**src/rtl/hazard_control_unit_if.sv**
```systemverilog
// rtl/hazard_control_unit_if.sv - pipeline/hazard-unit signal bundle; HAZARD_STATS_EN adds stall/flush counters
interface hazard_control_unit_if;
    logic       ID_EX_mem_read;
    logic [4:0] ID_EX_rt;
    logic [4:0] IF_ID_rs;
    logic [4:0] IF_ID_rt;
    logic       IF_ID_uses_rt;
    logic       branch_taken;
    logic       jump;
    logic       pc_write;
    logic       IF_ID_write;
    logic       IF_ID_flush;
    logic       ctrl_sel;
`ifdef HAZARD_STATS_EN
    logic [15:0] stall_count;
    logic [15:0] flush_count;
`endif

    modport master (
        output ID_EX_mem_read, ID_EX_rt, IF_ID_rs, IF_ID_rt, IF_ID_uses_rt,
        output branch_taken, jump,
        input  pc_write, IF_ID_write, IF_ID_flush, ctrl_sel
`ifdef HAZARD_STATS_EN
        , input stall_count, flush_count
`endif
    );

    modport slave (
        input  ID_EX_mem_read, ID_EX_rt, IF_ID_rs, IF_ID_rt, IF_ID_uses_rt,
        input  branch_taken, jump,
        output pc_write, IF_ID_write, IF_ID_flush, ctrl_sel
`ifdef HAZARD_STATS_EN
        , output stall_count, flush_count
`endif
    );
endinterface

```
**src/rtl/hazard_control_unit.sv**
```systemverilog
// rtl/hazard_control_unit.sv - load-use stall / branch flush controller; optional HAZARD_STATS_EN counters
module hazard_control_unit #(
    parameter int LOAD_STALLS  = 1,
    parameter int FLUSH_CYCLES = 1,
    parameter int CNT_W        = 3
) (
    input  logic                    clk,
    input  logic                    rst,
    hazard_control_unit_if.slave    hz
);

    typedef enum logic [1:0] {
        RUN   = 2'd0,
        STALL = 2'd1,
        FLUSH = 2'd2
    } state_t;

    localparam logic [CNT_W-1:0] STALL_RELOAD = CNT_W'(LOAD_STALLS - 1);
    localparam logic [CNT_W-1:0] FLUSH_RELOAD = CNT_W'(FLUSH_CYCLES - 1);
    localparam logic [CNT_W-1:0] CNT_LAST     = CNT_W'(1);

    state_t           state;
    logic [CNT_W-1:0] cnt;
    logic             load_use;
    logic             redirect;
    logic             enable;
    logic             flush;

    // $0 is hard-wired zero, so a load targeting it can never create a dependency
    always_comb begin
        load_use = hz.ID_EX_mem_read && (hz.ID_EX_rt != 5'd0) &&
                   ((hz.ID_EX_rt == hz.IF_ID_rs) ||
                    (hz.IF_ID_uses_rt && (hz.ID_EX_rt == hz.IF_ID_rt)));
        redirect = hz.branch_taken || hz.jump;
    end

    // Mealy outputs; a load-use in RUN beats redirect since branch operands are stale
    always_comb begin
        enable = 1'b0;
        flush  = 1'b0;
        if (rst) begin
            case (state)
                RUN: begin
                    enable = !load_use;
                    flush  = !load_use && redirect;
                end
                STALL: begin
                    enable = 1'b0;
                    flush  = 1'b0;
                end
                FLUSH: begin
                    enable = 1'b1;
                    flush  = 1'b1;
                end
                default: begin
                    enable = 1'b0;
                    flush  = 1'b0;
                end
            endcase
        end
    end

    assign hz.pc_write    = enable;
    assign hz.IF_ID_write = enable;
    assign hz.ctrl_sel    = enable;
    assign hz.IF_ID_flush = flush;

    always_ff @(posedge clk or negedge rst) begin
        if (!rst) begin
            state <= RUN;
            cnt   <= '0;
        end else begin
            case (state)
                RUN: begin
                    if (load_use) begin
                        if (LOAD_STALLS > 1) begin
                            state <= STALL;
                            cnt   <= STALL_RELOAD;
                        end
                    end else if (redirect) begin
                        if (FLUSH_CYCLES > 1) begin
                            state <= FLUSH;
                            cnt   <= FLUSH_RELOAD;
                        end
                    end
                end
                STALL, FLUSH: begin
                    cnt <= cnt - CNT_W'(1);
                    if (cnt == CNT_LAST) begin
                        state <= RUN;
                    end
                end
                default: begin
                    state <= RUN;
                    cnt   <= '0;
                end
            endcase
        end
    end

`ifdef HAZARD_STATS_EN
    always_ff @(posedge clk or negedge rst) begin
        if (!rst) begin
            hz.stall_count <= '0;
            hz.flush_count <= '0;
        end else begin
            if (!enable && (hz.stall_count != 16'hFFFF)) begin
                hz.stall_count <= hz.stall_count + 16'd1;
            end
            if (flush && (hz.flush_count != 16'hFFFF)) begin
                hz.flush_count <= hz.flush_count + 16'd1;
            end
        end
    end
`endif

endmodule

```
**src/flat_wrapper.sv**
```systemverilog
// flat-port wrapper written by rule: the top's interface ports become plain ports
module hazard_control_unit_flat 
#(
    parameter int LOAD_STALLS  = 1,
    parameter int FLUSH_CYCLES = 1,
    parameter int CNT_W        = 3
)
  (clk, rst, hz_ID_EX_mem_read, hz_ID_EX_rt, hz_IF_ID_rs, hz_IF_ID_rt, hz_IF_ID_uses_rt, hz_branch_taken, hz_jump, hz_pc_write, hz_IF_ID_write, hz_IF_ID_flush, hz_ctrl_sel);
  hazard_control_unit_if hz_i ();
  input  logic clk;
  input  logic rst;
  input wire logic [$bits(hz_i.ID_EX_mem_read)-1:0] hz_ID_EX_mem_read;
  input wire logic [$bits(hz_i.ID_EX_rt)-1:0] hz_ID_EX_rt;
  input wire logic [$bits(hz_i.IF_ID_rs)-1:0] hz_IF_ID_rs;
  input wire logic [$bits(hz_i.IF_ID_rt)-1:0] hz_IF_ID_rt;
  input wire logic [$bits(hz_i.IF_ID_uses_rt)-1:0] hz_IF_ID_uses_rt;
  input wire logic [$bits(hz_i.branch_taken)-1:0] hz_branch_taken;
  input wire logic [$bits(hz_i.jump)-1:0] hz_jump;
  output wire logic [$bits(hz_i.pc_write)-1:0] hz_pc_write;
  output wire logic [$bits(hz_i.IF_ID_write)-1:0] hz_IF_ID_write;
  output wire logic [$bits(hz_i.IF_ID_flush)-1:0] hz_IF_ID_flush;
  output wire logic [$bits(hz_i.ctrl_sel)-1:0] hz_ctrl_sel;
  assign hz_i.ID_EX_mem_read = hz_ID_EX_mem_read;
  assign hz_i.ID_EX_rt = hz_ID_EX_rt;
  assign hz_i.IF_ID_rs = hz_IF_ID_rs;
  assign hz_i.IF_ID_rt = hz_IF_ID_rt;
  assign hz_i.IF_ID_uses_rt = hz_IF_ID_uses_rt;
  assign hz_i.branch_taken = hz_branch_taken;
  assign hz_i.jump = hz_jump;
  assign hz_pc_write = hz_i.pc_write;
  assign hz_IF_ID_write = hz_i.IF_ID_write;
  assign hz_IF_ID_flush = hz_i.IF_ID_flush;
  assign hz_ctrl_sel = hz_i.ctrl_sel;
  hazard_control_unit #(.LOAD_STALLS(LOAD_STALLS), .FLUSH_CYCLES(FLUSH_CYCLES), .CNT_W(CNT_W)) u_core (.clk(clk), .rst(rst), .hz(hz_i));
endmodule
```
**config.mk**
```make
export PLATFORM = sky130hd
export DESIGN_NAME = hazard_control_unit_flat
export DESIGN_NICKNAME = d
export VERILOG_FILES = /design/src/rtl/hazard_control_unit_if.sv /design/src/rtl/hazard_control_unit.sv /design/src/flat_wrapper.sv
export SDC_FILE = /design/constraint.sdc
export NUM_CORES = 1
export LEC_CHECK = 0
export CAP_MARGIN = 20
export CORE_AREA = 8 8 45 47
export DETAILED_ROUTE_END_ITERATION = 16
export DIE_AREA = 0 0 53 55
export PLACE_DENSITY = 0.59
export SLEW_MARGIN = 20
export SYNTH_ARGS = -nofsm -noshare
export SYNTH_HDL_FRONTEND = slang
export SYNTH_SLANG_ARGS = --single-unit
```
**constraint.sdc**
```tcl
create_clock -name clk -period 3.8 [get_ports clk]
set_clock_uncertainty 0.1 [all_clocks]
set_input_delay 0.38 -clock clk [delete_from_list [all_inputs] [get_ports clk]]
set_output_delay 0.38 -clock clk [all_outputs]
set_load 0.02 [all_outputs]
```
==> impl_metrics.toml <==
[run_status]
status = "complete, no violations"

[sta]
setup_slack_ps = 874
max_slew_margin = 0.849
rsz0062_at_grt = "no"
slew_violations = 0
setup_tns_ps = 0
setup_viol = 0
fin_crit_sh = 0.770
min_period_ps = 2930
clock.fmax_ghz = 0.342
hold_violations = 0
worstMarginPinSlew_ps = 226

[die]
die_h_um = 55
core_area_mm2 = 0.00138
io_pins = 25
rows = 14
die_x_um = 53
dieArea_mm2 = 0.00292
start_util = 0.116

[power_and_ir_drop]
p_clk_frac = 0
p_per_area_mw_per_mm2 = 117
power_frac_comb = 1.000
p_leak_uw = 0.000130
total_power_uw = 47.4
power_frac_seq = 0
power.switching_uw = 15.8
switching_share = 0.334
ir_drop_uv = 31.7
p_int_uw = 31.5

[layout]
nFlopsAndLatches = 0
final-seq-area_um2 = 0
fin_cells = 60
area_delta_synth_final_pct = 153
drive_gt1_frac = 0
finish.utilization = 0.293
clock_buffers = 0
num-nets-final = 67
n_antenna_cell = 0

[global_routing]
overflow = 0
track_usage = 0.0420
antenna_found_initial = 0
grt_max_degree = 4
grt_pass1_vias = 238
grt_pass1_wl_um = 972

[placement]
dp_slack_ps = 866
port_buffers = 24
gp_congestion = 0.640
placedCellCount = 60

[hold_path]
min_path_type = "input pin to output pin"

[setup_path]
cp-start-kind = "input pin"
crit_type = "input pin to output pin"
required_ps = 3320
cp_max_fo = 3
worst_ep_arrival_time_ps = 2450
cp-end-kind = "output pin"

[clocking]
cts_resized = 0
ctsHoldBuffers = 0
post_cts_buffers = 0

[yosys]
avgSynthCellArea_um2 = 7.28
synth-adder-area-share = 0
ys_seq_area_frac = 0
synth_compound_area_frac = 0.195
syn-num-nets = 43
ys_types = 11
muxShareOfSynthArea = 0
synthXorXnorAreaFrac = 0.547
synth_top_family_by_area = "XOR/XNOR gates"
syn-cell-area_um2 = 160
synth_warnings = 0
yosys.area_share.simple = 0.164
syn_inst = 22

[detailed_routing]
route.detailed.drc = 0
first_pass_iters = 1
drtIter0Drc = 0
drt.antenna.violating_nets = 0
vias = 232
avgRoutedWirePerCell_um = 11.1
avgViaCountPerCell = 3.87
finalWirelength_um = 665

[job]
drv_cap = 0
power groups by stage:
stage                     Combinational [µW]  Clock (µW)  Sequential, µW
after floorplan                         19.2           0               0
after global placement                  47.7           0               0
after detailed placement                47.9           0               0
after CTS                               48.1           0               0
after global routing                    51.4           0               0
final                                   47.4           0               0
per-stage QoR:
step / area, µm² / hold WS [ps]
final: 405 / 1720
after global routing: 405 / 1770
after CTS: 405 / 1730
after detailed placement: 405 / 1730
after global placement: 405 / 1730
after floorplan: 160 / 807
worst max-delay path, cell delays in order:
cell and delay, ps:
clkdlybuf4s50_1 470, or4_1 540, o21a_1 200, a21boi_1 210, clkdlybuf4s50_1 660
cells by family (layout without fill, tap and decap cells):
| group | count (synthesis) | count (layout) |
|---|---|---|
| AO/OA/AOI/OAI | 5 | 5 |
| XOR/XNOR | 10 | 10 |
| buffers and inverters | 2 | 24 |
| AND/OR/NAND/NOR | 5 | 5 |
cell usage in the layout (no fill, tap or decap):
master	instances
a21boi_1	1
a21oi_1	1
clkdlybuf4s50_1	24
nand2_1	2
nand3_1	1
nand4_1	1
o21a_1	1
o21ai_0	1
o22ai_1	1
or4_1	1
xnor2_1	10
worst paths after layout:
path	startpoint	endpoint	slack [ps]	depth (start not counted)
max	hz_ID_EX_rt[4]	hz_IF_ID_write	870	5
min	rst	hz_IF_ID_flush	1720	4
metal layers:
layer  track usage  wire length [µm]
met5             0                 0
met4             0                 0
met2        0.0801               336
met1        0.0392               207
met3        0.0267               120
Yosys cell counts:
cell type	count	area share
a21boi_1	1	0.047
a21oi_1	1	0.031
buf_4	2	0.094
nand2_1	2	0.047
nand3_1	1	0.031
nand4_1	1	0.039
o21a_1	1	0.047
o21ai_0	1	0.031
o22ai_1	1	0.039
or4_1	1	0.047
xnor2_1	10	0.55
layout make-up:
type | count | area, µm²
fillers | 162 | 978
repair buffers | 24 | 240
multi-input cells | 20 | 145
well taps | 16 | 20.0
Note: power is estimated with default switching activity, not from simulation.
